**src/rtl/dmem_access_ctrl.sv**
```systemverilog
// Data-memory initiator: single-beat stores and 1-4 beat load bursts over valid/ready,
// driving the memory address/write ports and returning read data on a response strobe.
module dmem_access_ctrl #(
    parameter int unsigned READ_LATENCY = 1,
    parameter int unsigned ADDR_W       = 8,
    parameter int unsigned DATA_W       = 8
) (
    input  logic              clk,
    input  logic              rst,
    input  logic              req_valid,
    output logic              req_ready,
    input  logic              req_we,
    input  logic [ADDR_W-1:0] req_addr,
    input  logic [DATA_W-1:0] req_wdata,
    input  logic [1:0]        req_len,
    output logic              resp_valid,
    output logic [DATA_W-1:0] resp_rdata,
    output logic              resp_last,
    output logic [ADDR_W-1:0] mem_addr,
    output logic [DATA_W-1:0] mem_wdata,
    output logic              mem_we,
    input  logic [DATA_W-1:0] mem_rdata
);

    localparam int unsigned LAT_W = 2;
    localparam int unsigned BEAT_W = 2;
    localparam logic [LAT_W-1:0] LAT_RELOAD = LAT_W'(READ_LATENCY - 1);

    typedef enum logic [1:0] {
        IDLE      = 2'd0,
        WRITE     = 2'd1,
        READ_WAIT = 2'd2
    } state_t;

    state_t              r_state;
    logic                r_req_ready;
    logic                r_resp_valid;
    logic                r_resp_last;
    logic [DATA_W-1:0]   r_resp_rdata;
    logic [ADDR_W-1:0]   r_mem_addr;
    logic [DATA_W-1:0]   r_mem_wdata;
    logic                r_mem_we;
    logic [BEAT_W-1:0]   r_beats_left;
    logic [LAT_W-1:0]    r_lat_cnt;

    state_t              w_state_nxt;
    logic                w_accept;
    logic                w_resp_valid_nxt;
    logic                w_resp_last_nxt;
    logic [DATA_W-1:0]   w_resp_rdata_nxt;
    logic [ADDR_W-1:0]   w_mem_addr_nxt;
    logic [DATA_W-1:0]   w_mem_wdata_nxt;
    logic                w_mem_we_nxt;
    logic [BEAT_W-1:0]   w_beats_left_nxt;
    logic [LAT_W-1:0]    w_lat_cnt_nxt;

    assign w_accept = req_valid && r_req_ready;

    // Next-state and next-register values; strobes default low, data registers hold.
    always_comb begin
        w_state_nxt      = r_state;
        w_resp_valid_nxt = 1'b0;
        w_resp_last_nxt  = 1'b0;
        w_resp_rdata_nxt = r_resp_rdata;
        w_mem_addr_nxt   = r_mem_addr;
        w_mem_wdata_nxt  = r_mem_wdata;
        w_mem_we_nxt     = 1'b0;
        w_beats_left_nxt = r_beats_left;
        w_lat_cnt_nxt    = r_lat_cnt;

        case (r_state)
            IDLE: begin
                if (w_accept) begin
                    w_mem_addr_nxt = req_addr;
                    if (req_we) begin
                        w_mem_wdata_nxt = req_wdata;
                        w_mem_we_nxt    = 1'b1;
                        w_state_nxt     = WRITE;
                    end else begin
                        w_beats_left_nxt = req_len;
                        w_lat_cnt_nxt    = LAT_RELOAD;
                        w_state_nxt      = READ_WAIT;
                    end
                end
            end
            WRITE: begin
                w_state_nxt = IDLE;
            end
            READ_WAIT: begin
                if (r_lat_cnt == LAT_W'(0)) begin
                    w_resp_rdata_nxt = mem_rdata;
                    w_resp_valid_nxt = 1'b1;
                    w_resp_last_nxt  = (r_beats_left == BEAT_W'(0));
                    if (r_beats_left != BEAT_W'(0)) begin
                        // Address wraps naturally at the ADDR_W boundary.
                        w_mem_addr_nxt   = r_mem_addr + ADDR_W'(1);
                        w_beats_left_nxt = r_beats_left - BEAT_W'(1);
                        w_lat_cnt_nxt    = LAT_RELOAD;
                    end else begin
                        w_state_nxt = IDLE;
                    end
                end else begin
                    w_lat_cnt_nxt = r_lat_cnt - LAT_W'(1);
                end
            end
            default: begin
                w_state_nxt = IDLE;
            end
        endcase
    end

    always_ff @(posedge clk) begin
        if (rst) begin
            r_state      <= IDLE;
            r_req_ready  <= 1'b1;
            r_resp_valid <= 1'b0;
            r_resp_last  <= 1'b0;
            r_resp_rdata <= '0;
            r_mem_addr   <= '0;
            r_mem_wdata  <= '0;
            r_mem_we     <= 1'b0;
            r_beats_left <= '0;
            r_lat_cnt    <= '0;
        end else begin
            r_state      <= w_state_nxt;
            r_req_ready  <= (w_state_nxt == IDLE);
            r_resp_valid <= w_resp_valid_nxt;
            r_resp_last  <= w_resp_last_nxt;
            r_resp_rdata <= w_resp_rdata_nxt;
            r_mem_addr   <= w_mem_addr_nxt;
            r_mem_wdata  <= w_mem_wdata_nxt;
            r_mem_we     <= w_mem_we_nxt;
            r_beats_left <= w_beats_left_nxt;
            r_lat_cnt    <= w_lat_cnt_nxt;
        end
    end

    assign req_ready  = r_req_ready;
    assign resp_valid = r_resp_valid;
    assign resp_last  = r_resp_last;
    assign resp_rdata = r_resp_rdata;
    assign mem_addr   = r_mem_addr;
    assign mem_wdata  = r_mem_wdata;
    assign mem_we     = r_mem_we;

endmodule

```
**config.mk**
```make
export PLATFORM = sky130hd
export DESIGN_NAME = dmem_access_ctrl
export DESIGN_NICKNAME = d
export VERILOG_FILES = /design/src/rtl/dmem_access_ctrl.sv
export SDC_FILE = /design/constraint.sdc
export NUM_CORES = 1
export LEC_CHECK = 0
export BUFFER_PORTS_ARGS = -buffer_cell sky130_fd_sc_hd__buf_2
export CAP_MARGIN = 20
export CORE_ASPECT_RATIO = 1.2
export CORE_MARGIN = 5
export CORE_UTILIZATION = 51
export CTS_CLUSTER_DIAMETER = 150
export DETAILED_ROUTE_END_ITERATION = 10
export HOLD_SLACK_MARGIN = 0.02
export PLACE_DENSITY = 0.88
export SYNTH_ARGS = -nofsm -noshare
export SYNTH_HDL_FRONTEND = slang
export SYNTH_SLANG_ARGS = --single-unit
```
**constraint.sdc**
```tcl
create_clock -name clk -period 5.2 [get_ports clk]
set_clock_uncertainty 0.15 [all_clocks]
set_input_delay 1.04 -clock clk [delete_from_list [all_inputs] [get_ports clk]]
set_output_delay 1.04 -clock clk [all_outputs]
set_load 0.01 [all_outputs]
```
==> qor_table.md, run 1 <==
| Result | Value | Unit |
|:---|:---|:---|
| Vias in the first global route | 1281 | - |
| Total number of H-tree levels | 2 | - |
| Final standard cell count with taps included and fillers excluded | 266 | - |
| Clock Sinks | 34 | - |
| Antenna Diode Count | 0 | - |
| Most frequent standard cell in the layout excluding fill and tap cells | sky130_fd_sc_hd__buf_2 | - |
| Top cell type by total area after synthesis | sky130_fd_sc_hd__dfxtp_1 | - |
| Share of the clock period used by the worst path | 41.8 | % |
| Clk_lat worst skew | 0.33 | ns |
| Postcts setup bufs | 0 | - |
| Hold bufs inserted after CTS | 0 | - |
| RePlAce Congestion | 0.858 | - |
| Total negative setup slack | 0 | ns |
| Largest net degree at the start of global routing | 36 | - |
| Worst max-slew margin expressed relative to the limit | 54.9 | % |
| Vertical die dimension | 68.8 | µm |
| Count of nets after finishing | 264 | - |
| Die Area | 4060 | µm² |
| Power Density | 281 | nW/µm² |
| Warnings, synthesis | 0 | - |
| Mux share of post-synthesis cell area | 0 | % |
| Total of flip-flops plus latches after synthesis | 34 | - |
| Area fraction of the dominant cell type after synthesis | 46.3 | % |
| Kind of path behind the tightest hold check | reg2reg | - |
| Final count of pins violating max slew | 0 | - |
| Adder-cell share of the synthesized area | 1.70 | % |
| Cell Chain, Critical Path | or4b_1 > o21ai_2 > a21oi_1 > a211oi_1 | - |
| Cell types occupying the most area after synthesis | sky130_fd_sc_hd__dfxtp_1 46%, sky130_fd_sc_hd__a21oi_1 9.2%, sky130_fd_sc_hd__nand2_1 7.7% | - |
| Global-route congestion overflow total | 0 | - |
| Overall Global Routing Usage | 17.9 | % |
| Largest family of logic cells by synthesized area | simple AND/OR/NAND/NOR gates | - |
| Layout cells sized above 1 | 28.9 | % |
| Setup repair after global routing missed its margin | false | - |
| Buffers from clock root to sink, at most | 2 | - |
| Critical-path maximum fanout | 11 | - |
| Die width | 59.0 | µm |
| Compound-cell area share of the yosys netlist | 20.3 | % |
| Detailed-routing iteration count for the pre-antenna-repair pass | 4 | - |
| CP delay by family, top | compound AO/OA/AOI/OAI gates | - |
| Total half-perimeter wirelength after legalization and detailed placement | 2.52 | mm |
| Placed insts | 259 | - |
| Number of DRC violations after detailed-routing iteration 0 | 79 | - |
| Minimum setup slack after placement | 2.74 | ns |
| Aggregate routed wire length | 3.47 | mm |
| Simple-gate area share of the yosys netlist | 27.4 | % |
| Worst EP arrival | 2.27 | ns |
| Xor/xnor cell area share of the yosys netlist | 0 | % |
| Synth async-reset ratio | 0 | % |
| Worst Setup Path Type | reg2reg | - |
| Reported leakage power | 0.761 | nW |
| Number of standard-cell rows in the floorplan | 21 | - |
| Buffers on Ports | 57 | - |
| Crit path time final | 2.17 | ns |
| TritonCTS buffer count | 5 | - |
| Clock root cell | sky130_fd_sc_hd__clkbuf_4 | - |
| Per-instance average area after synthesis | 8.21 | µm² |
| Buf/Inv on CP | 0 | - |
| DRT antenna net count | 0 | - |
| Required @ worst endpoint | 5.30 | ns |
| Final setup vio count | 0 | - |
| Slowest cell on the critical path | sky130_fd_sc_hd__or4b_1 | - |
| Effective utilization at floorplan | 52.8 | % |
| Crit path launch type | register | - |
| Kind of end point of the critical path | register | - |
| Ports placed on the boundary | 58 | - |
| Result of the run | finished, final reports clean | - |
| Number of standard cells after synthesis | 179 | - |
| Portion of the post-synthesis area used by sequential elements | 46.3 | % |
| Vias/cell | 5.52 | - |
| EDFF count, synth | 0 | - |
| Initial antenna violation count | 0 | - |
| Area inside the core boundary | 2790 | µm² |
| Actual transition at the worst max-transition pin | 0.674 | ns |
| VDD IR max | 191 | µV |
| Cell area after technology mapping | 1470 | µm² |
| Via count | 1469 | - |
| # DRC | 0 | - |
| Peak per-stage delay on the critical path | 0.75 | ns |
| First-pass GRT wire length | 5.60 | mm |
| Routed wire length per instance | 13.1 | µm |
| CTS tree | done | - |
| Post-layout utilization of the core | 64.6 | % |
| Max Cap Viol | 0 | - |
| Synth unique cells | 37 | - |
| Hold violation count in the final report | 0 | - |
| Highest-count cells in the layout ignoring fill and taps | 57 x sky130_fd_sc_hd__buf_2, 34 x sky130_fd_sc_hd__dfxtp_1, 30 x sky130_fd_sc_hd__nand2_1, 27 x sky130_fd_sc_hd__a21oi_1, 12 x sky130_fd_sc_hd__nand3_1 | - |
| Number of nets produced by synthesis | 211 | - |
| Max Clock Freq | 0.460 | GHz |
| Setup slack of the critical path after layout | 3.03 | ns |
| Cts repair resizes | 0 | - |
| Clock-pin slew on the worst setup and hold paths | 0.09 | ns |
| Most instantiated flip-flop cell in the synthesis netlist | sky130_fd_sc_hd__dfxtp_1 | - |
| Post-synthesis to final-layout area growth | 22.4 | % |
| Worst hold slack after final layout | 0.305 | ns |
## registers in the layout, summed over array words and instances (netlist names)
| name | count |
|---|---|
| resp_rdata | 8 |
| resp_valid | 1 |
| r_state | 2 |
| mem_wdata | 8 |
| resp_last | 1 |
| r_lat_cnt | 2 |
| r_beats_left | 2 |
| mem_we | 1 |
| req_ready | 1 |
| mem_addr | 8 |
## worst reg2reg max path: stages, from the launching register on
cell and delay (ns):
sky130_fd_sc_hd__dfxtp_1 0.37, sky130_fd_sc_hd__or4b_1 0.75, sky130_fd_sc_hd__o21ai_2 0.46, sky130_fd_sc_hd__a21oi_1 0.13, sky130_fd_sc_hd__a211oi_1 0.24
## power breakdown
group	internal [mW]	switching [mW]
Clock	0.0509	0.0803
Combinational	0.0368	0.0500
Sequential	0.275	0.0122
Total	0.363	0.143
## final cells by class
class                           count  area, µm²
Tap cell                           34       42.5
Fill cell                         255        986
Clock buffer                        7       45.0
Inverter                            5       18.8
Timing Repair Buffer               57        285
Sequential cell                    34        681
Multi-Input combinational cell    129        727
## through the flow
stage	power [mW]	cell area, µm²
floorplan	0.347	1470
global placement	0.378	1750
detailed placement	0.380	1750
CTS	0.509	1800
global route	0.535	1800
finish	0.505	1800
## synth_stat cells, types with 2 or more instances
master	n
sky130_fd_sc_hd__dfxtp_1	34
sky130_fd_sc_hd__nand2_1	30
sky130_fd_sc_hd__nor3b_1	5
sky130_fd_sc_hd__and2_1	5
sky130_fd_sc_hd__inv_1	5
sky130_fd_sc_hd__ha_1	2
sky130_fd_sc_hd__nor3_1	3
sky130_fd_sc_hd__nor4_1	2
sky130_fd_sc_hd__buf_2	2
sky130_fd_sc_hd__a31oi_1	2
sky130_fd_sc_hd__o21ai_0	11
sky130_fd_sc_hd__or3_1	2
sky130_fd_sc_hd__a21oi_1	27
sky130_fd_sc_hd__clkbuf_1	8
sky130_fd_sc_hd__nor2_1	8
sky130_fd_sc_hd__nand3_1	12
## logic make-up after synthesis
group	Yosys count
buf+inv	16
fa+ha+maj	2
compound gates	51
flops	34
simple gates	76
## layer usage
metal	global-route usage [%]	routed length, µm	up-vias
li1	-	-	736
met1	23.0	1510	679
met2	27.5	1630	48
met3	6.15	289	6
met4	7.08	41	0
met5	0	0	-
## path summary, 6_finish.rpt
kind                 startpoint             to  slack [ns]  depth (start not counted)
setup / recovery   r_lat_cnt[1]    mem_addr[5]        3.03                          4
hold / removal    resp_rdata[3]  resp_rdata[3]        0.30                          2
setup reg to reg   r_lat_cnt[1]    mem_addr[5]        3.03                          4
hold reg to reg   resp_rdata[3]  resp_rdata[3]        0.30                          2
(Power assumes the default switching activity.)
==> run 2, diff against run 1 <==
--- a/config.mk
+++ b/config.mk
@@ -5,15 +5,16 @@
 export SDC_FILE = /design/constraint.sdc
 export NUM_CORES = 1
 export LEC_CHECK = 0
+export ABC_AREA = 1
 export BUFFER_PORTS_ARGS = -buffer_cell sky130_fd_sc_hd__buf_2
 export CAP_MARGIN = 20
 export CORE_ASPECT_RATIO = 1.2
 export CORE_MARGIN = 5
-export CORE_UTILIZATION = 51
+export CORE_UTILIZATION = 43
 export CTS_CLUSTER_DIAMETER = 150
 export DETAILED_ROUTE_END_ITERATION = 10
 export HOLD_SLACK_MARGIN = 0.02
-export PLACE_DENSITY = 0.88
+export PLACE_DENSITY = 0.8
 export SYNTH_ARGS = -nofsm -noshare
 export SYNTH_HDL_FRONTEND = slang
 export SYNTH_SLANG_ARGS = --single-unit
==> constraint.sdc (replaced) <==
create_clock -name clk -period 2 [get_ports clk]
set_clock_uncertainty 0.15 [all_clocks]
set_input_delay 0.4 -clock clk [delete_from_list [all_inputs] [get_ports clk]]
set_output_delay 0.4 -clock clk [all_outputs]
set_load 0.01 [all_outputs]
==> run 2 against run 1 <==
  * Final area increased by 6.3%
  * Total power grew to 3.4 times the previous value
  * Synthesized cell count grew 18%
  * Flip-flop and latch count unchanged
  * Worst setup slack got worse by 2.7 ns
  * Area after synthesis is 2.0% higher
  * First-iteration DRC count fell by 47%
  * Cell count increased by 16%
  * Critical path depth increased by 3
  * Combinational power grew to 3.4 times the previous value
  * Largest cell class unchanged
  * Critical endpoint is now mem_addr[3]
  * Clock power rose to 4.8 times the previous value
  * Highest routed layer unchanged
  * Global-route usage fell by 3.4 points
==> qor_table.md, run 2 <==
| Result | Value | Unit |
|:---|:---|:---|
| Final count of pins violating max slew | 0 | - |
| Total negative setup slack | 0 | ns |
| Overall Global Routing Usage | 14.5 | % |
| Number of standard-cell rows in the floorplan | 23 | - |
| Top cell types by occurrence after synthesis | 63 x sky130_fd_sc_hd__nor2_1, 35 x sky130_fd_sc_hd__nand2_1, 34 x sky130_fd_sc_hd__dfxtp_1 | - |
| Reported leakage power | 0.937 | nW |
| # DRC | 0 | - |
| Antenna Diode Count | 0 | - |
| Via count | 1460 | - |
| Power share of the clock group | 37.2 | % |
| Most frequent standard cell in the layout excluding fill and tap cells | sky130_fd_sc_hd__nor2_1 | - |
| Aggregate routed wire length | 3.41 | mm |
| Vertical die dimension | 74.7 | µm |
| Max Cap Viol | 0 | - |
| Vias/cell | 4.72 | - |
| Highest-count cells in the layout ignoring fill and taps | 63 x sky130_fd_sc_hd__nor2_1, 57 x sky130_fd_sc_hd__buf_2, 35 x sky130_fd_sc_hd__nand2_1, 34 x sky130_fd_sc_hd__dfxtp_1, 24 x sky130_fd_sc_hd__o21ai_0 | - |
| Cell Chain, Critical Path | inv_2 > nor2_4 > nand2_1 > nand2_2 > inv_1 > a21oi_1 > nor2_1 | - |
| Post-layout utilization of the core | 56.8 | % |
| First-pass GRT wire length | 5.43 | mm |
| Crit path time final | 1.64 | ns |
| Cell area after technology mapping | 1500 | µm² |
| Area inside the core boundary | 3370 | µm² |
| Initial antenna violation count | 0 | - |
| Portion of the post-synthesis area used by sequential elements | 45.4 | % |
| Count of nets after finishing | 303 | - |
| Warnings, synthesis | 0 | - |
| Buffers on Ports | 57 | - |
| Die width | 63.9 | µm |
| EDFF count, synth | 0 | - |
| Number of nets produced by synthesis | 243 | - |
| Peak per-stage delay on the critical path | 0.38 | ns |
| Ports placed on the boundary | 58 | - |
| Per-instance average area after synthesis | 7.11 | µm² |
| Vias in the first global route | 1291 | - |
| Critical-path maximum fanout | 14 | - |
| Postcts setup bufs | 0 | - |
| Worst EP arrival | 1.67 | ns |
| Clock root cell | sky130_fd_sc_hd__clkbuf_8 | - |
| Switching Fraction | 27.9 | % |
| CP delay by family, top | simple AND/OR/NAND/NOR gates | - |
| Routed wire length per instance | 11.0 | µm |
| Clock-pin slew on the worst setup and hold paths | 0.07 | ns |
| Cell types occupying the most area after synthesis | sky130_fd_sc_hd__dfxtp_1 45%, sky130_fd_sc_hd__nor2_1 16%, sky130_fd_sc_hd__nand2_1 8.8% | - |
| DRT antenna net count | 0 | - |
| CTS tree | done | - |
| Largest net degree at the start of global routing | 17 | - |
| TritonCTS buffer count | 5 | - |
| Buf/Inv on CP | 2 | - |
| Actual transition at the worst max-transition pin | 0.307 | ns |
| Kind of end point of the critical path | register | - |
| Worst Setup Path Type | reg2reg | - |
| Placed insts | 301 | - |
| Post-synthesis to final-layout area growth | 27.5 | % |
| Area fraction of the dominant cell type after synthesis | 45.4 | % |
| Leading cell type by number of instances after synthesis | sky130_fd_sc_hd__nor2_1 | - |
| VDD IR max | 562 | µV |
| Kind of path behind the tightest hold check | in2reg | - |
| Final setup vio count | 0 | - |
| Reg2reg setup slack | 0.36 | ns |
| Top cell type by total area after synthesis | sky130_fd_sc_hd__dfxtp_1 | - |
| Launch point of the worst hold path | req_wdata[5] | - |
| Required @ worst endpoint | 2.04 | ns |
| Effective utilization at floorplan | 44.6 | % |
| Seq pwr share | 45.6 | % |
| Share of the clock period used by the worst path | 81.8 | % |
| Worst max-slew margin expressed relative to the limit | 79.5 | % |
| RR Startpoint | r_state[1] | - |
| Hold violation count in the final report | 0 | - |
| Start point of the critical path | r_state[1] | - |
| Clock Sinks | 34 | - |
| RePlAce Congestion | 0.833 | - |
| Power Density | 889 | nW/µm² |
| Internal power component | 1.23 | mW |
| Total of flip-flops plus latches after synthesis | 34 | - |
| Die Area | 4780 | µm² |
| Synth async-reset ratio | 0 | % |
| Cts repair resizes | 0 | - |
| Slowest cell on the critical path | sky130_fd_sc_hd__dfxtp_1 | - |
| Clk_lat worst skew | 0.29 | ns |
| Number of standard cells after synthesis | 211 | - |
| Crit path launch type | register | - |
| Synth unique cells | 22 | - |
| Max Clock Freq | 0.611 | GHz |
| Hold bufs inserted after CTS | 0 | - |
| Most instantiated flip-flop cell in the synthesis netlist | sky130_fd_sc_hd__dfxtp_1 | - |
| Result of the run | finished, final reports clean | - |
| Final standard cell count with taps included and fillers excluded | 309 | - |
| Layout cells sized above 1 | 29.0 | % |
| Logic gate share of total power | 17.2 | % |
| Detailed-routing iteration count for the pre-antenna-repair pass | 4 | - |
| Total half-perimeter wirelength after legalization and detailed placement | 2.52 | mm |
| Number of DRC violations after detailed-routing iteration 0 | 42 | - |
| P_sw | 0.475 | mW |
| Global-route congestion overflow total | 0 | - |
| Buffers from clock root to sink, at most | 2 | - |
| Setup repair after global routing missed its margin | false | - |
| Total number of H-tree levels | 2 | - |
## run 2: changes by cell type after synthesis, moves of 7 or more
cell / before / now
sky130_fd_sc_hd__o21ai_0: 11 / 24
sky130_fd_sc_hd__nor2_1: 8 / 63
sky130_fd_sc_hd__a21oi_1: 27 / 7
sky130_fd_sc_hd__inv_1: 5 / 14
sky130_fd_sc_hd__clkbuf_1: 8 / 1
## run 2: routing by layer
layer,part of all wire [%],track usage (%)
met5,0,0
met4,2.1,9.47
met3,6.9,4.18
met2,48,22.8
met1,43,17.3
## run 2: per-stage QoR
| stage | total power, mW | hold slack [ns] | instance area (µm²) | setup WS, ns |
|---|---|---|---|---|
| floorplan | 0.984 | 0.316 | 1500 | 0.627 |
| global placement | 1.08 | 0.308 | 1800 | 0.438 |
| global route | 1.80 | 0.184 | 1910 | 0.202 |
| finish | 1.70 | 0.185 | 1910 | 0.364 |
| CTS | 1.72 | 0.176 | 1910 | 0.368 |
| detailed placement | 1.09 | 0.317 | 1800 | 0.381 |
## run 2: power by group through the flow
stage	logic, mW	registers [mW]	clock network [mW]
6_report	0.293	0.776	0.632
5_1_grt	0.336	0.784	0.680
4_1_cts	0.297	0.775	0.652
3_5_place_dp	0.296	0.790	0
3_3_place_gp	0.292	0.789	0
2_1_floorplan	0.175	0.809	0
## run 2: kinds of logic after synthesis
group                      synth area share, %
and+or+nand+nor                           32.0
AOI/OAI and AO/OA                         13.6
DFF                                       45.4
adders and majority gates                 1.67
buffers and inverters                     7.34
## run 2: worst reg2reg max path: stages (launching register included)
cell and delay, ns:
sky130_fd_sc_hd__dfxtp_1 0.38, sky130_fd_sc_hd__inv_2 0.07, sky130_fd_sc_hd__nor2_4 0.26, sky130_fd_sc_hd__nand2_1 0.11, sky130_fd_sc_hd__nand2_2 0.21, sky130_fd_sc_hd__inv_1 0.15, sky130_fd_sc_hd__a21oi_1 0.15, sky130_fd_sc_hd__nor2_1 0.05
## run 2: path summary, 6_finish.rpt
kind,cells after the start,endpoint
max,7,mem_addr[3]
min,3,mem_wdata[5]
min reg2reg,2,resp_rdata[3]
max reg2reg,7,mem_addr[3]
## run 2: area by class of cell
type / count / area (µm²)
Fill cell: 336 / 1450
Clock inverter: 3 / 45.0
Inverter: 16 / 62.6
Timing Repair Buffer: 59 / 300
Sequential cell: 34 / 681
Tap cell: 37 / 46.3
Multi-Input combinational cell: 155 / 709
Clock buffer: 5 / 68.8
